File: config.mk
export PLATFORM = sky130hd
export DESIGN_NAME = overlay_rom_scheduler
export DESIGN_NICKNAME = d
export VERILOG_FILES = /design/src/rtl/overlay_rom_scheduler.sv
export SDC_FILE = /design/constraint.sdc
export NUM_CORES = 1
export LEC_CHECK = 0
export CAP_MARGIN = 20
export CELL_PAD_IN_SITES_DETAIL_PLACEMENT = 1
export CELL_PAD_IN_SITES_GLOBAL_PLACEMENT = 2
export CORE_MARGIN = 1
export CORE_UTILIZATION = 30
export DETAILED_ROUTE_END_ITERATION = 16
export GPL_TIMING_DRIVEN = 0
export PLACE_DENSITY = 0.67
export RECOVER_POWER = 50
export SETUP_SLACK_MARGIN = 0.3
export SLEW_MARGIN = 0
export SYNTH_ARGS = -nofsm -noshare
export SYNTH_HDL_FRONTEND = slang
export SYNTH_SLANG_ARGS = --single-unit
File: constraint.sdc
create_clock -name i_clk -period 8.07 [get_ports i_clk]
set_input_delay 1.614 -clock i_clk [delete_from_list [all_inputs] [get_ports i_clk]]
set_output_delay 1.614 -clock i_clk [all_outputs]
set_load 0.01 [all_outputs]
File: src/rtl/overlay_rom_scheduler.sv
// Overlay ROM read scheduler: per-pixel icon/glyph ROM addresses, enables and a latency-aligned region tag.
// Optional blinking of the alarm icons is built when OVERLAY_BLINK_EN is defined.
module overlay_rom_scheduler #(
  parameter int unsigned ICON_W       = 120,
  parameter int unsigned FIRE_X0      = 521,
  parameter int unsigned WARN_X0      = 401,
  parameter int unsigned ICON_Y0      = 1,
  parameter int unsigned DIG_W        = 80,
  parameter int unsigned DIG_H        = 120,
  parameter int unsigned TENS_X0      = 321,
  parameter int unsigned ONES_X0      = 401,
  parameter int unsigned DIG_Y0       = 151,
  parameter int unsigned ROM_LAT      = 1,
  parameter int unsigned BLINK_FRAMES = 30
) (
  input  logic        i_clk,
  input  logic        i_rst_n,
  input  logic        i_pix_en,
  input  logic [10:0] i_x,
  input  logic [9:0]  i_y,
  input  logic        i_is_fire,
  input  logic        i_is_warning,
  input  logic [3:0]  i_tens,
  input  logic [3:0]  i_ones,
  output logic [13:0] o_icon_addr,
  output logic        o_fire_en,
  output logic        o_warn_en,
  output logic [16:0] o_glyph_addr,
  output logic        o_glyph_en,
  output logic [2:0]  o_region
);

  localparam logic [2:0] REG_NONE  = 3'd0;
  localparam logic [2:0] REG_FIRE  = 3'd1;
  localparam logic [2:0] REG_WARN  = 3'd2;
  localparam logic [2:0] REG_TENS  = 3'd3;
  localparam logic [2:0] REG_ONES  = 3'd4;
  localparam logic [2:0] REG_BLANK = 3'd5;
  localparam logic [3:0] DIG_MAX   = 4'd9;

  typedef enum logic [0:0] {
    S_SYNC = 1'b0,
    S_RUN  = 1'b1
  } state_e;

  state_e      state_q, state_d;
  logic        fire_q, warn_q;
  logic [3:0]  tens_q, ones_q;
  logic [13:0] icon_addr_q, icon_addr_d;
  logic        fire_en_q, fire_en_d;
  logic        warn_en_q, warn_en_d;
  logic [16:0] glyph_addr_q, glyph_addr_d;
  logic        glyph_en_q, glyph_en_d;
  logic [2:0]  tag1_q, tag1_d;
  logic [2:0]  tag_pipe_q [ROM_LAT];

  logic        frame_start_s, blink_s, fire_vis_s, warn_vis_s;
  logic        in_fire_s, in_warn_s, in_tens_s, in_ones_s;
  logic [31:0] x_s, y_s;
  logic [13:0] fire_addr_s, warn_addr_s;
  logic [16:0] tens_addr_s, ones_addr_s;

  assign frame_start_s = i_pix_en && (i_x == 11'd0) && (i_y == 10'd0);
  assign x_s = {21'd0, i_x};
  assign y_s = {22'd0, i_y};

  // Products are formed at 32 bits and only the final sum is narrowed to the ROM address width.
  assign fire_addr_s = 14'((y_s - ICON_Y0) * ICON_W + (x_s - FIRE_X0));
  assign warn_addr_s = 14'((y_s - ICON_Y0) * ICON_W + (x_s - WARN_X0));
  assign tens_addr_s = 17'(32'(tens_q) * DIG_W * DIG_H + (y_s - DIG_Y0) * DIG_W + (x_s - TENS_X0));
  assign ones_addr_s = 17'(32'(ones_q) * DIG_W * DIG_H + (y_s - DIG_Y0) * DIG_W + (x_s - ONES_X0));

  assign in_fire_s = (x_s >= FIRE_X0) && (x_s <= FIRE_X0 + ICON_W - 1) &&
                     (y_s >= ICON_Y0) && (y_s <= ICON_Y0 + ICON_W - 1);
  assign in_warn_s = (x_s >= WARN_X0) && (x_s <= WARN_X0 + ICON_W - 1) &&
                     (y_s >= ICON_Y0) && (y_s <= ICON_Y0 + ICON_W - 1);
  assign in_tens_s = (x_s >= TENS_X0) && (x_s <= TENS_X0 + DIG_W - 1) &&
                     (y_s >= DIG_Y0) && (y_s <= DIG_Y0 + DIG_H - 1);
  assign in_ones_s = (x_s >= ONES_X0) && (x_s <= ONES_X0 + DIG_W - 1) &&
                     (y_s >= DIG_Y0) && (y_s <= DIG_Y0 + DIG_H - 1);

`ifdef OVERLAY_BLINK_EN
  localparam int unsigned CNT_W = (BLINK_FRAMES > 1) ? $clog2(BLINK_FRAMES) : 1;

  logic [CNT_W-1:0] blink_cnt_q, blink_cnt_d;
  logic             blink_phase_q, blink_phase_d;

  // Blink counter advances once per frame only while an alarm persists, so a new alarm shows at once.
  always_comb begin
    blink_cnt_d   = blink_cnt_q;
    blink_phase_d = blink_phase_q;
    if (frame_start_s) begin
      if (!(i_is_fire || i_is_warning)) begin
        blink_cnt_d   = {CNT_W{1'b0}};
        blink_phase_d = 1'b0;
      end else if (fire_q || warn_q) begin
        if (blink_cnt_q == CNT_W'(BLINK_FRAMES - 1)) begin
          blink_cnt_d   = {CNT_W{1'b0}};
          blink_phase_d = ~blink_phase_q;
        end else begin
          blink_cnt_d = blink_cnt_q + CNT_W'(1);
        end
      end else begin
        blink_cnt_d   = {CNT_W{1'b0}};
        blink_phase_d = 1'b0;
      end
    end else begin
      blink_cnt_d   = blink_cnt_q;
      blink_phase_d = blink_phase_q;
    end
  end

  // Blink state register.
  always_ff @(posedge i_clk or negedge i_rst_n) begin
    if (!i_rst_n) begin
      blink_cnt_q   <= {CNT_W{1'b0}};
      blink_phase_q <= 1'b0;
    end else begin
      blink_cnt_q   <= blink_cnt_d;
      blink_phase_q <= blink_phase_d;
    end
  end

  assign blink_s = blink_phase_q;
`else
  assign blink_s = 1'b0;
`endif

  assign fire_vis_s = fire_q && !blink_s;
  assign warn_vis_s = warn_q && !blink_s;

  // FSM next state: wait for the first frame start, then run until reset.
  always_comb begin
    state_d = state_q;
    case (state_q)
      S_SYNC: begin
        if (frame_start_s) begin
          state_d = S_RUN;
        end else begin
          state_d = S_SYNC;
        end
      end
      S_RUN:   state_d = S_RUN;
      default: state_d = S_SYNC;
    endcase
  end

  // Stage-1 region decode in priority order; addresses hold while their enable is low.
  always_comb begin
    icon_addr_d  = icon_addr_q;
    fire_en_d    = fire_en_q;
    warn_en_d    = warn_en_q;
    glyph_addr_d = glyph_addr_q;
    glyph_en_d   = glyph_en_q;
    tag1_d       = tag1_q;
    if (i_pix_en && (state_q == S_RUN)) begin
      fire_en_d  = 1'b0;
      warn_en_d  = 1'b0;
      glyph_en_d = 1'b0;
      if (in_fire_s && fire_vis_s) begin
        fire_en_d   = 1'b1;
        icon_addr_d = fire_addr_s;
        tag1_d      = REG_FIRE;
      end else if (in_warn_s && warn_vis_s) begin
        warn_en_d   = 1'b1;
        icon_addr_d = warn_addr_s;
        tag1_d      = REG_WARN;
      end else if (in_tens_s) begin
        if (tens_q <= DIG_MAX) begin
          glyph_en_d   = 1'b1;
          glyph_addr_d = tens_addr_s;
          tag1_d       = REG_TENS;
        end else begin
          tag1_d = REG_BLANK;
        end
      end else if (in_ones_s) begin
        if (ones_q <= DIG_MAX) begin
          glyph_en_d   = 1'b1;
          glyph_addr_d = ones_addr_s;
          tag1_d       = REG_ONES;
        end else begin
          tag1_d = REG_BLANK;
        end
      end else begin
        tag1_d = REG_NONE;
      end
    end else begin
      tag1_d = tag1_q;
    end
  end

  // State, frame latch and stage-1 registers.
  always_ff @(posedge i_clk or negedge i_rst_n) begin
    if (!i_rst_n) begin
      state_q      <= S_SYNC;
      fire_q       <= 1'b0;
      warn_q       <= 1'b0;
      tens_q       <= 4'd0;
      ones_q       <= 4'd0;
      icon_addr_q  <= 14'd0;
      fire_en_q    <= 1'b0;
      warn_en_q    <= 1'b0;
      glyph_addr_q <= 17'd0;
      glyph_en_q   <= 1'b0;
      tag1_q       <= REG_NONE;
    end else if (i_pix_en) begin
      state_q      <= state_d;
      icon_addr_q  <= icon_addr_d;
      fire_en_q    <= fire_en_d;
      warn_en_q    <= warn_en_d;
      glyph_addr_q <= glyph_addr_d;
      glyph_en_q   <= glyph_en_d;
      tag1_q       <= tag1_d;
      if (frame_start_s) begin
        fire_q <= i_is_fire;
        warn_q <= i_is_warning;
        tens_q <= i_tens;
        ones_q <= i_ones;
      end else begin
        fire_q <= fire_q;
        warn_q <= warn_q;
        tens_q <= tens_q;
        ones_q <= ones_q;
      end
    end else begin
      state_q <= state_q;
    end
  end

  // Tag delay line so o_region matches the ROM data currently on douta.
  always_ff @(posedge i_clk or negedge i_rst_n) begin
    if (!i_rst_n) begin
      for (int i = 0; i < int'(ROM_LAT); i++) begin
        tag_pipe_q[i] <= REG_NONE;
      end
    end else if (i_pix_en) begin
      tag_pipe_q[0] <= tag1_q;
      for (int i = int'(ROM_LAT) - 1; i > 0; i--) begin
        tag_pipe_q[i] <= tag_pipe_q[i-1];
      end
    end else begin
      tag_pipe_q[0] <= tag_pipe_q[0];
    end
  end

  assign o_icon_addr  = icon_addr_q;
  assign o_fire_en    = fire_en_q;
  assign o_warn_en    = warn_en_q;
  assign o_glyph_addr = glyph_addr_q;
  assign o_glyph_en   = glyph_en_q;
  assign o_region     = tag_pipe_q[ROM_LAT-1];

endmodule

==> run_results.csv, run 1 <==
group,metric,value,unit
timing,hold_violations,0,
critical_path,critical_path_start,"i_y[0]",
logic_synthesis,synth_largest_area_cell,"sky130_fd_sc_hd__ha_1",
logic_synthesis,yosys-top-cells-area,"sky130_fd_sc_hd__ha_1, sky130_fd_sc_hd__dfrtp_1, sky130_fd_sc_hd__fa_1, sky130_fd_sc_hd__xnor2_1, sky130_fd_sc_hd__inv_1",
logic_synthesis,synthesis.area,7750,µm²
critical_path,crit_required,8260,ps
global_route,initial_antenna_violation_count,1,
cells_and_area,number_of_fill_cells,2970,
power,power.static_leakage,4.42,nW
timing,min_period_over_period,91.3,%
cts,clkSinkCount,51,
timing,setup_viol_count_final,0,
cts,holdBufCountCts,0,
floorplan,die_width,163,µm
placed_design,globalplace.congestion,0.833,
power,p_per_area,201,nW/µm²
timing,max_slew.worst_pin.slew,2080,ps
detailed_routing,wirelength,21400,µm
job,drv_cap,1,
min_path,holdCritPathClass,"flop to flop",
detailed_routing,antenna_left,0,
global_route,grt-ovfl-total,0,
critical_path,setup.reg_to_reg.worst_slack,2220,ps
timing,final_period_minus_worst_setup_slack,7370,ps
detailed_routing,drtPass1Iterations,4,
cells_and_area,antenna_cells,0,
placed_design,dp.final_hpwl,18300,µm
placed_design,port_buffer_count,63,
cells_and_area,fin_nets,1157,
detailed_routing,drtIter0Drc,195,
floorplan,die_area,26500,µm²
timing,max_freq,0.136,GHz
logic_synthesis,yosys.area.top_type_share,18.1,%
outcome,run_status,"finished with violations",
cts,clk_transition_reported_paths,80,ps
logic_synthesis,netlist-cell-type-count,65,
timing,grt_setup_unrepaired,"no",
power,irDropWorstVdd,97.1,µV
timing,slew_viol_final,39,
global_route,grt_pass1_vias,6637,
global_route,grtUsageTotal,17.1,%
logic_synthesis,ys_seq_elements,51,
cts,cts_htree_levels,2,
critical_path,cp-end-kind,"flop",
logic_synthesis,synth_edf_count,0,
critical_path,path_max_fanout,8,
global_route,grt_pass1_wl,35500,µm
logic_synthesis,syn_area_per_cell,8.78,µm²
logic_synthesis,synth.yosys.warnings,0,
floorplan,core_region_area,25300,µm²
critical_path,r2r_end,"o_glyph_addr[16]",
cells_and_area,synthToLayoutAreaGrowth,16.0,%
timing,setup_slack,704,ps
critical_path,crit_path_kind,"primary input to flop",
cts,cts.repair.resized,0,
critical_path,worst_setup_path_endpoint,"o_glyph_addr[16]",
floorplan,floorplan.rows,58,
detailed_routing,vias_per_cell,4.92,
cts,root_buf_cell,"sky130_fd_sc_hd__clkbuf_16",
cells_and_area,post_route_cells_drive_above_1_share,5.11,%
detailed_routing,drcViolationCount,0,
floorplan,boundaryPins,71,
global_route,grt_start_max_net_pins,39,
critical_path,critical_path_source_type,"primary input",
cts,clockBufferDepth,2,
cts,clk-insertion-delay-late,320,ps
cells_and_area,layout_common_cells,"sky130_fd_sc_hd__inv_1, sky130_fd_sc_hd__ha_1, sky130_fd_sc_hd__a21oi_1",
outcome,failing_checks,"capacitance limit, slew limit",
logic_synthesis,synth_nets,1083,
placed_design,dp_worst_setup_slack,236,ps
timing,final.setup_skew,23.0,ps
floorplan,dieHeight,163,µm
logic_synthesis,syn_inst,883,
cts,post_cts_buffers,0,
critical_path,cp.arrival,7550,ps
logic_synthesis,synth_flop_type,"sky130_fd_sc_hd__dfrtp_1",
cts,tritoncts_clock_tree,"done",
critical_path,ff2ff_path_depth,20,
cts,cts_inserted_buffers,5,
cells_and_area,mostFrequentLayoutCell,"sky130_fd_sc_hd__inv_1",
detailed_routing,wl_per_cell,16.6,µm
floorplan,initial_utilization,30.7,%
timing,final.setup.tns,0,ps
critical_path,rr_startpoint,"ones_q[3]",
detailed_routing,vias,6338,
logic_synthesis,postSynth.asyncResetShare,100,%
timing,maxSlewHeadroom,-38.8,%
logic_synthesis,synth_sequential_area_ratio,16.5,%
sequential cells by signal, indices dropped and copies added (netlist names), 3 cells and up:
signal,count
o_glyph_addr,17
o_icon_addr,14
tens_q,4
o_region,3
tag1_q,3
ones_q,4
worst max-delay path, stage by stage:
cell and delay, ps:
sky130_fd_sc_hd__clkdlybuf4s50_1 710, sky130_fd_sc_hd__inv_1 280, sky130_fd_sc_hd__ha_1 550, sky130_fd_sc_hd__ha_1 300, sky130_fd_sc_hd__ha_1 230, sky130_fd_sc_hd__fa_1 410
sky130_fd_sc_hd__a21o_1 170, sky130_fd_sc_hd__a21oi_1 240, sky130_fd_sc_hd__o21ai_0 120, sky130_fd_sc_hd__a21oi_1 240, sky130_fd_sc_hd__xnor2_1 260, sky130_fd_sc_hd__inv_1 110
sky130_fd_sc_hd__fa_1 520, sky130_fd_sc_hd__inv_1 40, sky130_fd_sc_hd__ha_1 350, sky130_fd_sc_hd__nand3_1 110, sky130_fd_sc_hd__nand2_1 60, sky130_fd_sc_hd__a41o_1 220
sky130_fd_sc_hd__o41a_1 320, sky130_fd_sc_hd__xnor2_1 370, sky130_fd_sc_hd__o22a_1 220, sky130_fd_sc_hd__nand3_1 80
metrics by stage:
| step | hold slack, ps | instance area [µm²] | utilization [%] | cells | power, mW |
|---|---|---|---|---|---|
| 2_1_floorplan | 440 | 7750 | - | 883 | 1.27 |
| 3_3_place_gp | 453 | 8790 | 34.8 | 1276 | 1.54 |
| 3_5_place_dp | 462 | 8840 | 35.0 | 1280 | 1.56 |
| 4_1_cts | 483 | 9010 | 35.7 | 1288 | 1.85 |
| 5_1_grt | 500 | 8990 | 35.6 | 1288 | 2.01 |
| 6_report | 480 | 8990 | 35.6 | 1288 | 1.81 |
metal layers:
layer  GRT usage [%]  part of all wire, %  up-vias
met1            22.8                   49     3110
li1                -                    -     3156
met2            30.4                   49       65
met4            2.68                 0.91        0
met5               0                    0        -
met3            1.60                  1.9        7
synthesized netlist by cell type, types with 10 or more instances:
master                     number
sky130_fd_sc_hd__xor2_1        41
sky130_fd_sc_hd__inv_1        115
sky130_fd_sc_hd__fa_1          54
sky130_fd_sc_hd__dfrtp_1       51
sky130_fd_sc_hd__xnor2_1       63
sky130_fd_sc_hd__a21oi_1       65
sky130_fd_sc_hd__ha_1         112
sky130_fd_sc_hd__nand2_1       53
sky130_fd_sc_hd__o21ai_0       42
sky130_fd_sc_hd__mux2_2        19
sky130_fd_sc_hd__nor3_1        22
sky130_fd_sc_hd__mux2i_1       10
sky130_fd_sc_hd__nor2b_1       11
sky130_fd_sc_hd__clkbuf_1      16
sky130_fd_sc_hd__nor2_1        62
sky130_fd_sc_hd__a21o_1        18
sky130_fd_sc_hd__nand3_1       14
layout make-up:
cell class	count	area, µm²	share of cell area [%]
multi-input combinational	692	5950	66.1
sequential	51	1280	14.2
timing repair buffer	67	651	7.24
inverter	115	432	4.80
tap	330	413	4.59
clock buffer	5	125	1.39
buffer	25	103	1.14
clock inverter	3	46.3	0.515
logic make-up after synthesis:
| group | after synthesis | share of synthesized area (%) |
|---|---|---|
| buffers and inverters | 140 | 6.89 |
| muxes | 30 | 4.25 |
| DFF | 51 | 16.5 |
| xor gates and xnor gates | 106 | 12.3 |
| AOI/OAI and AO/OA | 182 | 15.0 |
| adders and majority gates | 166 | 32.0 |
| and+or+nand+nor | 208 | 13.0 |
worst min-delay path by stage:
stage	start	endpoint	slack [ps]	depth (start not counted)
2_1_floorplan	state_q	state_q	440	1
3_3_place_gp	state_q	state_q	450	1
3_5_place_dp	state_q	state_q	460	1
4_1_cts	state_q	state_q	480	1
5_1_grt	state_q	state_q	500	1
6_report	o_glyph_en	o_glyph_en	480	2
where the power goes:
part,leakage [nW],internal (mW),switching [mW]
logic,3.67,0.568,0.710
registers,0.676,0.255,0.00000294
clock network,0.0804,0.149,0.125
total,4.42,0.972,0.835
No activity file was read; power rests on OpenSTA's default activity.
==> run 2, diff against run 1 <==
--- a/config.mk
+++ b/config.mk
@@ -10,6 +10,7 @@
 export CELL_PAD_IN_SITES_GLOBAL_PLACEMENT = 2
 export CORE_MARGIN = 1
 export CORE_UTILIZATION = 30
+export CTS_BUF_LIST = sky130_fd_sc_hd__clkbuf_8
 export DETAILED_ROUTE_END_ITERATION = 16
 export GPL_TIMING_DRIVEN = 0
 export PLACE_DENSITY = 0.67
==> run_results.csv, run 2 (synthesis gave the netlist of run 1 again) <==
group,metric,value,unit
timing,slew_viol_final,39,
timing,final.setup.tns,0,ps
global_route,initial_antenna_violation_count,1,
cts,clk_transition_reported_paths,120,ps
floorplan,die_area,26500,µm²
critical_path,rr_startpoint,"ones_q[3]",
cts,root_buf_cell,"sky130_fd_sc_hd__clkbuf_8",
critical_path,r2r_end,"o_glyph_addr[16]",
timing,maxSlewHeadroom,-39.6,%
cells_and_area,fin_nets,1157,
critical_path,worst_setup_path_endpoint,"o_glyph_addr[16]",
cells_and_area,largest_register_ffs,17,
detailed_routing,vias,6352,
timing,max_slew.worst_pin.slew,2090,ps
cells_and_area,multiInputGateArea,5950,µm²
power,p_per_area,195,nW/µm²
timing,setup_viol_count_final,0,
detailed_routing,drcViolationCount,0,
critical_path,ff2ff_path_depth,20,
critical_path,cp-end-kind,"flop",
cts,clk-insertion-delay-late,360,ps
cts,cts_htree_levels,2,
cells_and_area,post_route_cells_drive_above_1_share,5.11,%
detailed_routing,antenna_left,0,
power,power.static_leakage,4.40,nW
outcome,run_status,"finished with violations",
cells_and_area,layout.core_utilization,35.4,%
detailed_routing,drtPass1Iterations,4,
floorplan,initial_utilization,30.7,%
critical_path,critPathSlowestCell,"sky130_fd_sc_hd__clkdlybuf4s50_1",
global_route,grtUsageTotal,17.2,%
cells_and_area,mostFrequentLayoutCell,"sky130_fd_sc_hd__inv_1",
critical_path,cp_num_cells,22,
outcome,failing_checks,"capacitance limit, slew limit",
critical_path,timing.critical_path.max_delay_family,"adder cells",
timing,final.setup_skew,32.1,ps
timing,final_period_minus_worst_setup_slack,7320,ps
detailed_routing,vias_per_cell,4.93,
floorplan,die_width,163,µm
critical_path,setup.reg_to_reg.worst_slack,2210,ps
floorplan,core_region_area,25300,µm²
cells_and_area,synthToLayoutAreaGrowth,15.3,%
cells_and_area,seqCellArea,1280,µm²
cts,post_cts_buffers,0,
cells_and_area,number_of_fill_cells,2974,
cells_and_area,antenna_cells,0,
placed_design,placed_cell_area,8840,µm²
global_route,grt_pass1_vias,6639,
cells_and_area,layout_common_cells,"sky130_fd_sc_hd__inv_1, sky130_fd_sc_hd__ha_1, sky130_fd_sc_hd__a21oi_1",
critical_path,crit_buf_inv,4,
floorplan,floorplan.rows,58,
timing,hold_violations,0,
placed_design,port_buffer_count,63,
cts,holdBufCountCts,0,
cts,clockBufferDepth,2,
placed_design,globalplace.congestion,0.833,
timing,max_freq,0.137,GHz
critical_path,cp_common_cell,"sky130_fd_sc_hd__ha_1",
detailed_routing,wirelength,21500,µm
power,total_power,1.75,mW
detailed_routing,wl_per_cell,16.7,µm
cts,clkSinkCount,51,
critical_path,critical_path.max_stage_delay,720,ps
detailed_routing,drtIter0Drc,199,
cts,tritoncts_clock_tree,"done",
placed_design,dp.final_hpwl,18300,µm
cts,cts_inserted_buffers,5,
critical_path,cp_cell_sequence,"clkdlybuf4s50_1 > inv_1 > ha_1 > ha_1 > ha_1 > fa_1 > a21o_1 > a21oi_1 > o21ai_0 > a21oi_1 > xnor2_1 > inv_1 > fa_1 > inv_1 > ha_1 > nand3_1 > nand2_1 > a41o_1 > o41a_1 > xnor2_1 > o22a_1 > nand3_1",
cells_and_area,postLayoutCellArea,8930,µm²
power,irDropWorstVdd,91.3,µV
cts,cts.repair.resized,0,
critical_path,critical_path_source_type,"primary input",
floorplan,dieHeight,163,µm
critical_path,crit_path_kind,"primary input to flop",
floorplan,boundaryPins,71,
job,drv_cap,1,
timing,grt_setup_unrepaired,"no",
global_route,grt-ovfl-total,0,
min_path,holdCritPathClass,"flop to flop",
critical_path,path_max_fanout,8,
critical_path,critical_path_start,"i_y[0]",
global_route,grt_start_max_net_pins,39,
critical_path,cp.arrival,7550,ps
timing,min_period_over_period,90.7,%
global_route,grt_pass1_wl,35500,µm
critical_path,crit_required,8300,ps
timing,finalHoldWorstSlack,488,ps
## run 2: cell counts in the layout (fill, tap and decap cells not counted)
No cell type changed its count.
## run 2: worst reg2reg max path, stage by stage, from the launching register on
cell and delay (ps):
sky130_fd_sc_hd__dfrtp_1 460, sky130_fd_sc_hd__ha_1 300, sky130_fd_sc_hd__ha_1 220, sky130_fd_sc_hd__fa_1 380, sky130_fd_sc_hd__xor2_1 580, sky130_fd_sc_hd__fa_1 520, sky130_fd_sc_hd__inv_1 80, sky130_fd_sc_hd__fa_1 420
sky130_fd_sc_hd__inv_1 70, sky130_fd_sc_hd__ha_1 260, sky130_fd_sc_hd__xnor2_1 160, sky130_fd_sc_hd__fa_1 490, sky130_fd_sc_hd__inv_1 40, sky130_fd_sc_hd__ha_1 350, sky130_fd_sc_hd__nand3_1 110, sky130_fd_sc_hd__nand2_1 60
sky130_fd_sc_hd__a41o_1 230, sky130_fd_sc_hd__o41a_1 320, sky130_fd_sc_hd__xnor2_1 370, sky130_fd_sc_hd__o22a_1 220, sky130_fd_sc_hd__nand3_1 80
## run 2: report_power, final
group | leakage [nW] | internal [mW] | switching, mW
sequential | 0.676 | 0.255 | 0.00000295
combinational | 3.67 | 0.568 | 0.709
clock | 0.0548 | 0.0940 | 0.118
total | 4.40 | 0.917 | 0.828
## run 2: per-layer routing
metal | up-vias | global-route usage (%) | share of wire, %
met1 | 3126 | 22.7 | 48
met4 | 0 | 2.93 | 0.97
met5 | - | 0 | 0
li1 | 3155 | - | -
met2 | 60 | 30.4 | 49
met3 | 11 | 1.76 | 1.8
## run 2: area by class of cell
cell class                      instances  area share, %
Buffer                                 25           1.15
Clock buffer                            5          0.770
Clock inverter                          3          0.518
Inverter                              115           4.83
Multi-Input combinational cell        692           66.5
Sequential cell                        51           14.3
Tap cell                              330           4.62
Timing Repair Buffer                   67           7.28
## run 2: through the flow
stage          instances  setup slack, ps
2_1_floorplan        883             1860
3_3_place_gp        1276              319
3_5_place_dp        1280              236
4_1_cts             1288              604
5_1_grt             1288              365
6_report            1288              748
## run 2: worst min-delay path by stage
stage | from | endpoint | slack (ps) | depth (start not counted)
floorplan | state_q | state_q | 440 | 1
global placement | state_q | state_q | 450 | 1
detailed placement | state_q | state_q | 460 | 1
CTS | state_q | state_q | 490 | 1
global route | state_q | state_q | 510 | 1
finish | o_glyph_en | o_glyph_en | 490 | 2
